--- src/rtl/usb_tx_packet_if.sv ---
// Framer-side bundle: SIE start request, endpoint buffer read port, serial sender handshake and status.
// master = packet framer, slave = SIE / buffer / sender side.
interface usb_tx_packet_if #(
   parameter int unsigned MAX_LEN = 8
);
   localparam int unsigned AW = $clog2(MAX_LEN);
   localparam int unsigned LW = $clog2(MAX_LEN + 1);

   logic          start;
   logic [3:0]    pid;
   logic [LW-1:0] len;
   logic          rd_en;
   logic [AW-1:0] rd_addr;
   logic [7:0]    rd_data;
   logic [7:0]    tx_data;
   logic          tx_valid;
   logic          tx_ready;
   logic          busy;
   logic          done;
   logic          err;

   modport master (
      input  start, pid, len, rd_data, tx_ready,
      output rd_en, rd_addr, tx_data, tx_valid, busy, done, err
   );

   modport slave (
      output start, pid, len, rd_data, tx_ready,
      input  rd_en, rd_addr, tx_data, tx_valid, busy, done, err
   );
endinterface

--- src/rtl/usb_tx_packet.sv ---
// Low-speed USB packet framer: PID, optional payload and CRC16, handed byte-wise to the sender.
// Define USB_TX_PACKET_IPG_EN to add a post-EOP hold-off state of IPG_CLKS clocks.
module usb_tx_packet #(
   parameter int unsigned MAX_LEN  = 8,
   parameter int unsigned AW       = $clog2(MAX_LEN),
   parameter int unsigned IPG_CLKS = 64
) (
   input logic             clk_i,
   input logic             rst_i,
   usb_tx_packet_if.master bus
);
   localparam int unsigned   LW      = $clog2(MAX_LEN + 1);
   localparam logic [LW-1:0] MaxLenL = LW'(MAX_LEN);

`ifdef USB_TX_PACKET_IPG_EN
   typedef enum logic [2:0] {StIdle, StPid, StData, StCrcLo, StCrcHi, StLast, StHold} state_e;
   localparam int unsigned CW = $clog2(IPG_CLKS + 1);
   logic [CW-1:0] ipg_q;
`else
   typedef enum logic [2:0] {StIdle, StPid, StData, StCrcLo, StCrcHi, StLast} state_e;
`endif

   state_e        state_q;
   logic          data_pid_q;
   logic [LW-1:0] len_q;
   logic [LW-1:0] idx_q;
   logic [15:0]   crc_q;
   logic [7:0]    buf_q;
   logic [7:0]    tx_data_q;
   logic          rd_pend_q;
   logic          rd_en_q;
   logic [AW-1:0] rd_addr_q;
   logic          tx_valid_q;
   logic          busy_q;
   logic          done_q;
   logic          err_q;

   logic [15:0]   crc_d;
   logic [LW-1:0] idx_d;
   logic          start_bad;

   // Reflected CRC16 (0xA001), one byte per call, LSB first.
   function automatic logic [15:0] crc16_byte(input logic [15:0] crc, input logic [7:0] d);
      logic [15:0] c;
      c = crc;
      for (int i = 0; i < 8; i++) begin
         if (c[0] ^ d[i]) c = (c >> 1) ^ 16'hA001;
         else             c = c >> 1;
      end
      return c;
   endfunction

   always_comb begin
      crc_d     = crc16_byte(crc_q, buf_q);
      idx_d     = idx_q + LW'(1);
      start_bad = !bus.pid[1] || (bus.pid[0] && (bus.len > MaxLenL));
   end

   always_ff @(posedge clk_i or posedge rst_i) begin
      if (rst_i) begin
         state_q    <= StIdle;
         data_pid_q <= 1'b0;
         len_q      <= '0;
         idx_q      <= '0;
         crc_q      <= 16'hFFFF;
         buf_q      <= 8'h00;
         tx_data_q  <= 8'h00;
         rd_pend_q  <= 1'b0;
         rd_en_q    <= 1'b0;
         rd_addr_q  <= '0;
         tx_valid_q <= 1'b0;
         busy_q     <= 1'b0;
         done_q     <= 1'b0;
         err_q      <= 1'b0;
`ifdef USB_TX_PACKET_IPG_EN
         ipg_q      <= '0;
`endif
      end else begin
         rd_en_q   <= 1'b0;
         done_q    <= 1'b0;
         err_q     <= 1'b0;
         // Buffer data is only valid the cycle after the strobe; capture it then.
         rd_pend_q <= rd_en_q;
         if (rd_pend_q) buf_q <= bus.rd_data;

         unique case (state_q)
            StIdle: begin
               if (bus.start) begin
                  if (start_bad) begin
                     err_q <= 1'b1;
                  end else begin
                     data_pid_q <= bus.pid[0];
                     len_q      <= bus.len;
                     tx_valid_q <= 1'b1;
                     tx_data_q  <= {~bus.pid, bus.pid};
                     busy_q     <= 1'b1;
                     crc_q      <= 16'hFFFF;
                     state_q    <= StPid;
                     if (bus.pid[0] && (bus.len != '0)) begin
                        rd_en_q   <= 1'b1;
                        rd_addr_q <= '0;
                     end
                  end
               end
            end
            StPid: begin
               if (bus.tx_ready) begin
                  if (!data_pid_q) begin
                     state_q <= StLast;
                  end else if (len_q == '0) begin
                     tx_data_q <= ~crc_q[7:0];
                     state_q   <= StCrcLo;
                  end else begin
                     tx_data_q <= buf_q;
                     crc_q     <= crc_d;
                     idx_q     <= LW'(1);
                     state_q   <= StData;
                     if (len_q > LW'(1)) begin
                        rd_en_q   <= 1'b1;
                        rd_addr_q <= AW'(1);
                     end
                  end
               end
            end
            StData: begin
               if (bus.tx_ready) begin
                  if (idx_q < len_q) begin
                     tx_data_q <= buf_q;
                     crc_q     <= crc_d;
                     idx_q     <= idx_d;
                     if (idx_d < len_q) begin
                        rd_en_q   <= 1'b1;
                        rd_addr_q <= AW'(idx_d);
                     end
                  end else begin
                     tx_data_q <= ~crc_q[7:0];
                     state_q   <= StCrcLo;
                  end
               end
            end
            StCrcLo: begin
               if (bus.tx_ready) begin
                  tx_data_q <= ~crc_q[15:8];
                  state_q   <= StCrcHi;
               end
            end
            StCrcHi: begin
               if (bus.tx_ready) state_q <= StLast;
            end
            StLast: begin
               // The extra sender pulse after the final byte requests EOP.
               if (bus.tx_ready) begin
                  tx_valid_q <= 1'b0;
`ifdef USB_TX_PACKET_IPG_EN
                  ipg_q   <= '0;
                  state_q <= StHold;
`else
                  done_q  <= 1'b1;
                  busy_q  <= 1'b0;
                  state_q <= StIdle;
`endif
               end
            end
`ifdef USB_TX_PACKET_IPG_EN
            StHold: begin
               if (ipg_q == CW'(IPG_CLKS - 1)) begin
                  done_q  <= 1'b1;
                  busy_q  <= 1'b0;
                  state_q <= StIdle;
               end else begin
                  ipg_q <= ipg_q + CW'(1);
               end
            end
`endif
            default: state_q <= StIdle;
         endcase
      end
   end

   assign bus.rd_en    = rd_en_q;
   assign bus.rd_addr  = rd_addr_q;
   assign bus.tx_data  = tx_data_q;
   assign bus.tx_valid = tx_valid_q;
   assign bus.busy     = busy_q;
   assign bus.done     = done_q;
   assign bus.err      = err_q;
endmodule
--- src/flat_wrapper.sv ---
// flat-port wrapper written by rule: the top's interface ports become plain ports
module usb_tx_packet_flat 
#(
   parameter int unsigned MAX_LEN  = 8,
   parameter int unsigned AW       = $clog2(MAX_LEN),
   parameter int unsigned IPG_CLKS = 64
)
  (clk_i, rst_i, bus_start, bus_pid, bus_len, bus_rd_data, bus_tx_ready, bus_rd_en, bus_rd_addr, bus_tx_data, bus_tx_valid, bus_busy, bus_done, bus_err);
  usb_tx_packet_if #(.MAX_LEN(MAX_LEN)) bus_i ();
  input logic clk_i;
  input logic rst_i;
  input wire logic [$bits(bus_i.start)-1:0] bus_start;
  input wire logic [$bits(bus_i.pid)-1:0] bus_pid;
  input wire logic [$bits(bus_i.len)-1:0] bus_len;
  input wire logic [$bits(bus_i.rd_data)-1:0] bus_rd_data;
  input wire logic [$bits(bus_i.tx_ready)-1:0] bus_tx_ready;
  output wire logic [$bits(bus_i.rd_en)-1:0] bus_rd_en;
  output wire logic [$bits(bus_i.rd_addr)-1:0] bus_rd_addr;
  output wire logic [$bits(bus_i.tx_data)-1:0] bus_tx_data;
  output wire logic [$bits(bus_i.tx_valid)-1:0] bus_tx_valid;
  output wire logic [$bits(bus_i.busy)-1:0] bus_busy;
  output wire logic [$bits(bus_i.done)-1:0] bus_done;
  output wire logic [$bits(bus_i.err)-1:0] bus_err;
  assign bus_i.start = bus_start;
  assign bus_i.pid = bus_pid;
  assign bus_i.len = bus_len;
  assign bus_i.rd_data = bus_rd_data;
  assign bus_i.tx_ready = bus_tx_ready;
  assign bus_rd_en = bus_i.rd_en;
  assign bus_rd_addr = bus_i.rd_addr;
  assign bus_tx_data = bus_i.tx_data;
  assign bus_tx_valid = bus_i.tx_valid;
  assign bus_busy = bus_i.busy;
  assign bus_done = bus_i.done;
  assign bus_err = bus_i.err;
  usb_tx_packet #(.MAX_LEN(MAX_LEN), .AW(AW), .IPG_CLKS(IPG_CLKS)) u_core (.clk_i(clk_i), .rst_i(rst_i), .bus(bus_i));
endmodule
--- config.mk ---
export PLATFORM = sky130hd
export DESIGN_NAME = usb_tx_packet_flat
export DESIGN_NICKNAME = d
export VERILOG_FILES = /design/src/rtl/usb_tx_packet_if.sv /design/src/rtl/usb_tx_packet.sv /design/src/flat_wrapper.sv
export SDC_FILE = /design/constraint.sdc
export NUM_CORES = 1
export LEC_CHECK = 0
export BUFFER_PORTS_ARGS = -buffer_cell sky130_fd_sc_hd__buf_2
export CAP_MARGIN = 20
export CORE_ASPECT_RATIO = 0.75
export CORE_MARGIN = 1.5
export CORE_UTILIZATION = 34
export DETAILED_ROUTE_END_ITERATION = 7
export HOLD_SLACK_MARGIN = 0.08
export SKIP_LAST_GASP = 1
export SLEW_MARGIN = 10
export SYNTH_ARGS = -nofsm -noshare
export SYNTH_HDL_FRONTEND = slang
export SYNTH_SLANG_ARGS = --single-unit
--- constraint.sdc ---
create_clock -name clk_i -period 2.15 [get_ports clk_i]
set_input_delay 0.43 -clock clk_i [delete_from_list [all_inputs] [get_ports clk_i]]
set_output_delay 0.43 -clock clk_i [all_outputs]
set_load 0.03 [all_outputs]
==> results of run 1 <==
-- per-stage QoR --
step                worst slack (ns)   TNS [ns]
CTS                         -0.00292   -0.00580
global route                 -0.0804      -1.08
global placement           -0.000419  -0.000419
detailed placement           -0.0516     -0.155
floorplan                    0.00912          0
finish                        0.0147          0
-- worst paths after layout --
path	end	slack (ns)	cells past startpoint
worst max-delay path	u_core.bus.rd_addr[2]	0.01	8
worst min-delay path	u_core.bus.rd_en	0.15	2
worst max register to register	u_core.bus.rd_addr[2]	0.01	8
worst min register to register	u_core.rd_pend_q	0.38	0
max in group asynchronous	u_core.crc_q[0]	1.38	3
min in group clk_i	u_core.buf_q[1]	0.35	2
-- timing repair --
| item | CTS | global route |
|---|---|---|
| cloned | 0 | 0 |
| pin swaps | 3 | 5 |
| gates resized for setup | 3 | 7 |
| hold endpoints to repair | 0 | 0 |
| setup endpoints to repair | 5 | 31 |
| setup buffers | 2 | 1 |
-- cells in the final DEF, fill, tap and decap left out, types with 3 or more instances in the layout --
| master | netlist | routed |
|---|---|---|
| a22o_1 | 3 | 3 |
| nand2b_1 | 5 | 5 |
| o22a_1 | 10 | 10 |
| o211ai_1 | 3 | 3 |
| inv_1 | 18 | 17 |
| xnor2_1 | 10 | 9 |
| buf_4 | 3 | 34 |
| nand2_1 | 10 | 10 |
| mux2_2 | 13 | 13 |
| o21ai_0 | 8 | 7 |
| o21a_1 | 4 | 4 |
| nand3_1 | 4 | 4 |
| mux2_1 | 5 | 5 |
| a221oi_1 | 5 | 5 |
| o21ai_1 | 7 | 6 |
| dfrtp_1 | 36 | 36 |
| clkbuf_8 | 0 | 5 |
| dfstp_2 | 16 | 16 |
| a221o_1 | 3 | 3 |
| ha_1 | 7 | 5 |
| nor2b_1 | 7 | 7 |
| xor2_1 | 7 | 7 |
| xnor2_2 | 2 | 3 |
| nor2_1 | 22 | 22 |
| a21oi_1 | 23 | 22 |
| buf_2 | 1 | 35 |
-- logic make-up after synthesis --
family | after synthesis
buffers and inverters | 28
multiplexers | 19
AO/OA/AOI/OAI | 78
adder cells (fa/ha/maj) | 7
XOR/XNOR | 23
flip-flops | 52
AND/OR/NAND/NOR | 59
-- routing by layer --
layer,wire length [um],part of all wire,track usage
met1,3690,0.56,0.249
met2,2600,0.39,0.226
met3,258,0.039,0.0338
met4,55,0.0083,0.0513
met5,0,0,0
-- power by group through the flow --
stage	registers [mW]	clock network, mW	logic (mW)
final	1.96	0.668	4.17
after global routing	2.02	0.747	4.56
after CTS	1.95	0.702	4.13
after detailed placement	1.96	0	4.04
after global placement	1.95	0	3.98
after floorplan	2.03	0	2.77
-- flip-flops by register name, indices dropped and copies added (netlist names) --
register,flops
u_core.len_q,4
u_core.data_pid_q,1
u_core.bus.tx_data,8
u_core.idx_q,4
u_core.bus.rd_addr,3
u_core.bus.tx_valid,1
u_core.rd_pend_q,1
u_core.bus.rd_en,1
u_core.buf_q,8
u_core.crc_q,16
u_core.bus.done,1
u_core.bus.err,1
u_core.state_q,3
-- area by class of cell --
class / count / share of cell area
Clock buffer: 5 / 0.0193
Clock inverter: 3 / 0.0119
Inverter: 18 / 0.0189
Multi-Input combinational cell: 186 / 0.412
Sequential cell: 52 / 0.370
Tap cell: 105 / 0.0368
Timing Repair Buffer: 71 / 0.132
==> flow_summary.yaml, run 1 <==
global_route:
  grt_pass1_vias: 2168
  grt_pass1_wl_um: 11000
  grt_usage: 0.163
  grt_antenna_before_repair: 0
  overflow: 0
  grt_max_degree: 31
logic_synthesis:
  post_synth_num_cell_types: 51
  yosys.area_share.xor_xnor: 0.0917
  synth_compound_area_frac: 0.198
  synth_area_um2: 2850
  synthTopCellsByArea: "dfrtp_1 32%, dfstp_2 15%, mux2_2 5.1%"
  synth_edf_count: 0
  async_reset_ff_frac: 1.00
  synth_area_leader_cell: "dfrtp_1"
  ys_seq_elements: 52
  synthMostInstantiatedCell: "dfrtp_1"
  syn-instance-count: 266
  synthFlopType: "dfrtp_1"
  synth_fp_nets: 293
  synth_fa_ha_area_frac: 0.0307
  yosys.area.top_type_share: 0.316
  synth_top_family_by_area: "compound AO/OA/AOI/OAI gates"
  muxShareOfSynthArea: 0.0746
  yosys_warnings: 0
  synth_commonest_cells: "36 x dfrtp_1, 23 x a21oi_1, 22 x nor2_1"
  syn_area_per_cell_um2: 10.7
  yosys.area_share.simple: 0.100
  ys_seq_area_frac: 0.464
critical_path:
  end_kind: "flip-flop"
  start_kind: "flip-flop"
  required_ns: 2.34
  slowest_stage: "dfrtp_1"
  arrival_ns: 2.33
  crit_family: "compound AO/OA/AOI/OAI gates"
  crit_type: "flip-flop to flip-flop"
  regToRegStartpoint: "u_core.idx_q[1]"
  crit_chain: "ha_4 > ha_4 > a21boi_1 > o21a_1 > o21a_1 > o21ai_1 > o211ai_1 > mux2_1"
  cpPeakStageDelay_ns: 0.44
  worst-path-max-fanout: 4
  crit_start: "u_core.idx_q[1]"
  critical_path_buf_inv_count: 0
placement:
  gp_routability_congestion: 0.834
  port_buffers: 35
  dp_hpwl_um: 5100
  dpl.cell_count: 429
  dpl_cell_area_um2: 3380
timing:
  hold_slack_ns: 0.147
  finalSetupViolCount: 0
  maxSlewHeadroom: 0.656
  clock_skew_ns: 0.00615
  period_needed_ns: 2.14
  worstMarginPinSlew_ns: 0.515
  maxSlewViolCount: 0
  max_freq_ghz: 0.468
  hold_viol_final: 0
  rsz0062_at_grt: "true"
  finalCritPeriodShare: 0.993
run_status:
  status: "complete, no violations"
layout:
  layout-drive-gt1-share: 0.388
  area.sequential_um2: 1320
  fillers: 762
  finalNonFillerCells: 440
  diodes: 0
  multi_input_area_um2: 1470
  layout.nets: 361
  postLayoutCoreUtil: 0.446
  fin_area_um2: 3570
  area_growth_syn_to_layout_pct: 25.4
power:
  combPwrFrac: 0.613
  power_density_nw_per_um2: 1900
  clkPwrFrac: 0.098
  internal_power_mw: 4.03
  swShare: 0.407
  seq_power_share: 0.289
  p_switching_mw: 2.77
  power_mw: 6.80
  peakVddDrop_uv: 782
  p_leak_nw: 1.65
clocking:
  cts_hold_buf: 0
  cts_tree: "yes"
  cts.clk_slew.worst_paths_ns: 0.09
  htreeDepth: 2
  tritoncts.num_buffers: 5
  clockBufferDepth: 2
  clock-sinks: 52
  clockRootBuffer: "clkbuf_8"
  clock_latency_ns: 0.30
route:
  drt-total-wl_um: 6600
  route.detailed.drc: 0
  vias_per_cell: 4.93
  ant_nets: 0
  dr.pass1.iters: 5
  route.vias.total: 2167
  drt_iter0_drc: 117
  wire_per_inst_um: 15.0
job:
  cap_violations: 0
die:
  io_pins: 36
  dieArea_um2: 8950
  floorplan.initialDensity: 0.355
  rows: 28
  die_y_um: 82.3
  core_um2: 8020
  die_w_um: 109
min_path:
  hold_class: "primary input to asynchronous set/reset pin"
Power figures use the tool's default switching activity.
==> run 2: changes to the inputs <==
Settings changed: PLACE_DENSITY from default to 0.54, SLEW_MARGIN 10 to 0.
==> flow_summary.yaml, run 2 (synthesized netlist as in run 1, its figures left out) <==
timing:
  period_needed_ns: 2.18
  rsz0062_at_grt: "true"
  worstMarginPinSlew_ns: 0.494
  setup_ws_ns: -0.0282
  setup-tns-final_ns: -0.0750
  maxSlewViolCount: 0
  maxSlewHeadroom: 0.670
  clock_skew_ns: 0.00972
  max_freq_ghz: 0.459
  finalCritPeriodShare: 1.01
  finalSetupViolCount: 3
  hold_viol_final: 0
  hold_slack_ns: 0.136
critical_path:
  arrival_ns: 2.38
  required_ns: 2.35
  end_kind: "flip-flop"
  critical_path_buf_inv_count: 0
  cpPeakStageDelay_ns: 0.43
  crit_chain: "ha_4 > ha_4 > a21boi_2 > o21a_1 > o21a_1 > o21ai_1 > o211ai_1 > mux2_1"
  start_kind: "flip-flop"
  crit_type: "flip-flop to flip-flop"
  slowest_stage: "dfrtp_1"
  worst-path-max-fanout: 4
  crit_family: "compound AO/OA/AOI/OAI gates"
run_status:
  status: "complete, but fails checks"
  violations: "negative setup slack"
layout:
  area_growth_syn_to_layout_pct: 28.3
  finalNonFillerCells: 438
  diodes: 0
  layout_common_cells: "36 x dfrtp_1, 35 x buf_2, 26 x buf_4, 22 x nor2_1, 21 x a21oi_1"
  layout.nets: 359
  layout_commonest_cell: "dfrtp_1"
  largest_reg_flops: 16
  layout-drive-gt1-share: 0.411
  fin_area_um2: 3660
  regMostFlops: "u_core.crc_q"
global_route:
  overflow: 0
  grt_usage: 0.165
  grt_pass1_wl_um: 11300
  grt_pass1_vias: 2172
  grt_max_degree: 53
  grt_antenna_before_repair: 0
route:
  wire_per_inst_um: 15.4
  ant_nets: 0
  drt-total-wl_um: 6730
  vias_per_cell: 4.96
  dr.pass1.iters: 4
  drt_iter0_drc: 89
  route.detailed.drc: 0
  route.vias.total: 2174
power:
  p_leak_nw: 1.67
  peakVddDrop_uv: 751
  power_mw: 6.97
  power_density_nw_per_um2: 1910
placement:
  dp_hpwl_um: 4930
  port_buffers: 35
  gp_routability_congestion: 0.808
  dpl_cell_area_um2: 3350
  dpl.cell_count: 425
die:
  die_w_um: 109
  floorplan.initialDensity: 0.355
  die_y_um: 82.3
  core_um2: 8020
  dieArea_um2: 8950
  io_pins: 36
  rows: 28
clocking:
  clockRootBuffer: "clkbuf_8"
  cts_tree: "yes"
  clock-sinks: 52
  cts.clk_slew.worst_paths_ns: 0.10
  clock_latency_ns: 0.31
  tritoncts.num_buffers: 5
  htreeDepth: 2
  cts_hold_buf: 0
  clockBufferDepth: 2
job:
  cap_violations: 0
min_path:
  hold_class: "primary input to asynchronous set/reset pin"
## run 2: what timing repair did
action,in CTS,in global routing
cloned,0,1
resized for setup,1,25
buffers inserted,3,2
endpoints found under the setup margin,5,32
hold endpoints to repair,0,0
pin swaps,2,16
## run 2: path summary, 6_finish.rpt
path | end | slack, ns | start | cells past startpoint
worst max-delay path | u_core.bus.rd_addr[2] | -0.03 | u_core.idx_q[1] | 8
worst min-delay path | u_core.len_q[0] | 0.14 | rst_i | 3
worst max register to register | u_core.bus.rd_addr[2] | -0.03 | u_core.idx_q[1] | 8
worst min register to register | u_core.rd_pend_q | 0.38 | u_core.bus.rd_en | 0
max in group asynchronous | u_core.crc_q[1] | 1.71 | rst_i | 3
min in group clk_i | u_core.buf_q[1] | 0.34 | bus_rd_data[1] | 2
## run 2: final cells by class
| class | count | area (um2) |
|---|---|---|
| clock buffer | 5 | 68.8 |
| clock inverter | 3 | 46.3 |
| fill | 764 | 4370 |
| inverter | 18 | 67.6 |
| multi-input combinational | 186 | 1520 |
| sequential | 52 | 1320 |
| tap | 105 | 131 |
| timing repair buffer | 69 | 504 |
## run 2: per-stage QoR
stage / utilization / worst slack [ns]
6_report: 0.456 / -0.0282
5_1_grt: 0.456 / -0.147
4_1_cts: 0.435 / -0.0886
3_3_place_gp: 0.417 / 0.00642
3_5_place_dp: 0.417 / -0.111
2_1_floorplan: - / 0.00912
## run 2: worst reg2reg max path, stage by stage (launching register included)
cell and delay, ns:
dfrtp_1 0.43, ha_4 0.30, ha_4 0.18, a21boi_2 0.14, o21a_1 0.17, o21a_1 0.16
o21ai_1 0.12, o211ai_1 0.20, mux2_1 0.36
## run 2: routing by layer
metal / routed length (um) / part of all wire / GRT usage / vias up
met5: 0 / 0 / 0 / -
met4: 76 / 0.011 / 0.0395 / 0
met3: 263 / 0.039 / 0.0322 / 6
met2: 2680 / 0.40 / 0.240 / 45
met1: 3720 / 0.55 / 0.249 / 1039
li1: - / - / - / 1084
## run 2: power by group
part / internal, mW / switching (mW)
clock network: 0.351 / 0.349
logic: 2.28 / 2.03
registers: 1.52 / 0.446
total: 4.14 / 2.83
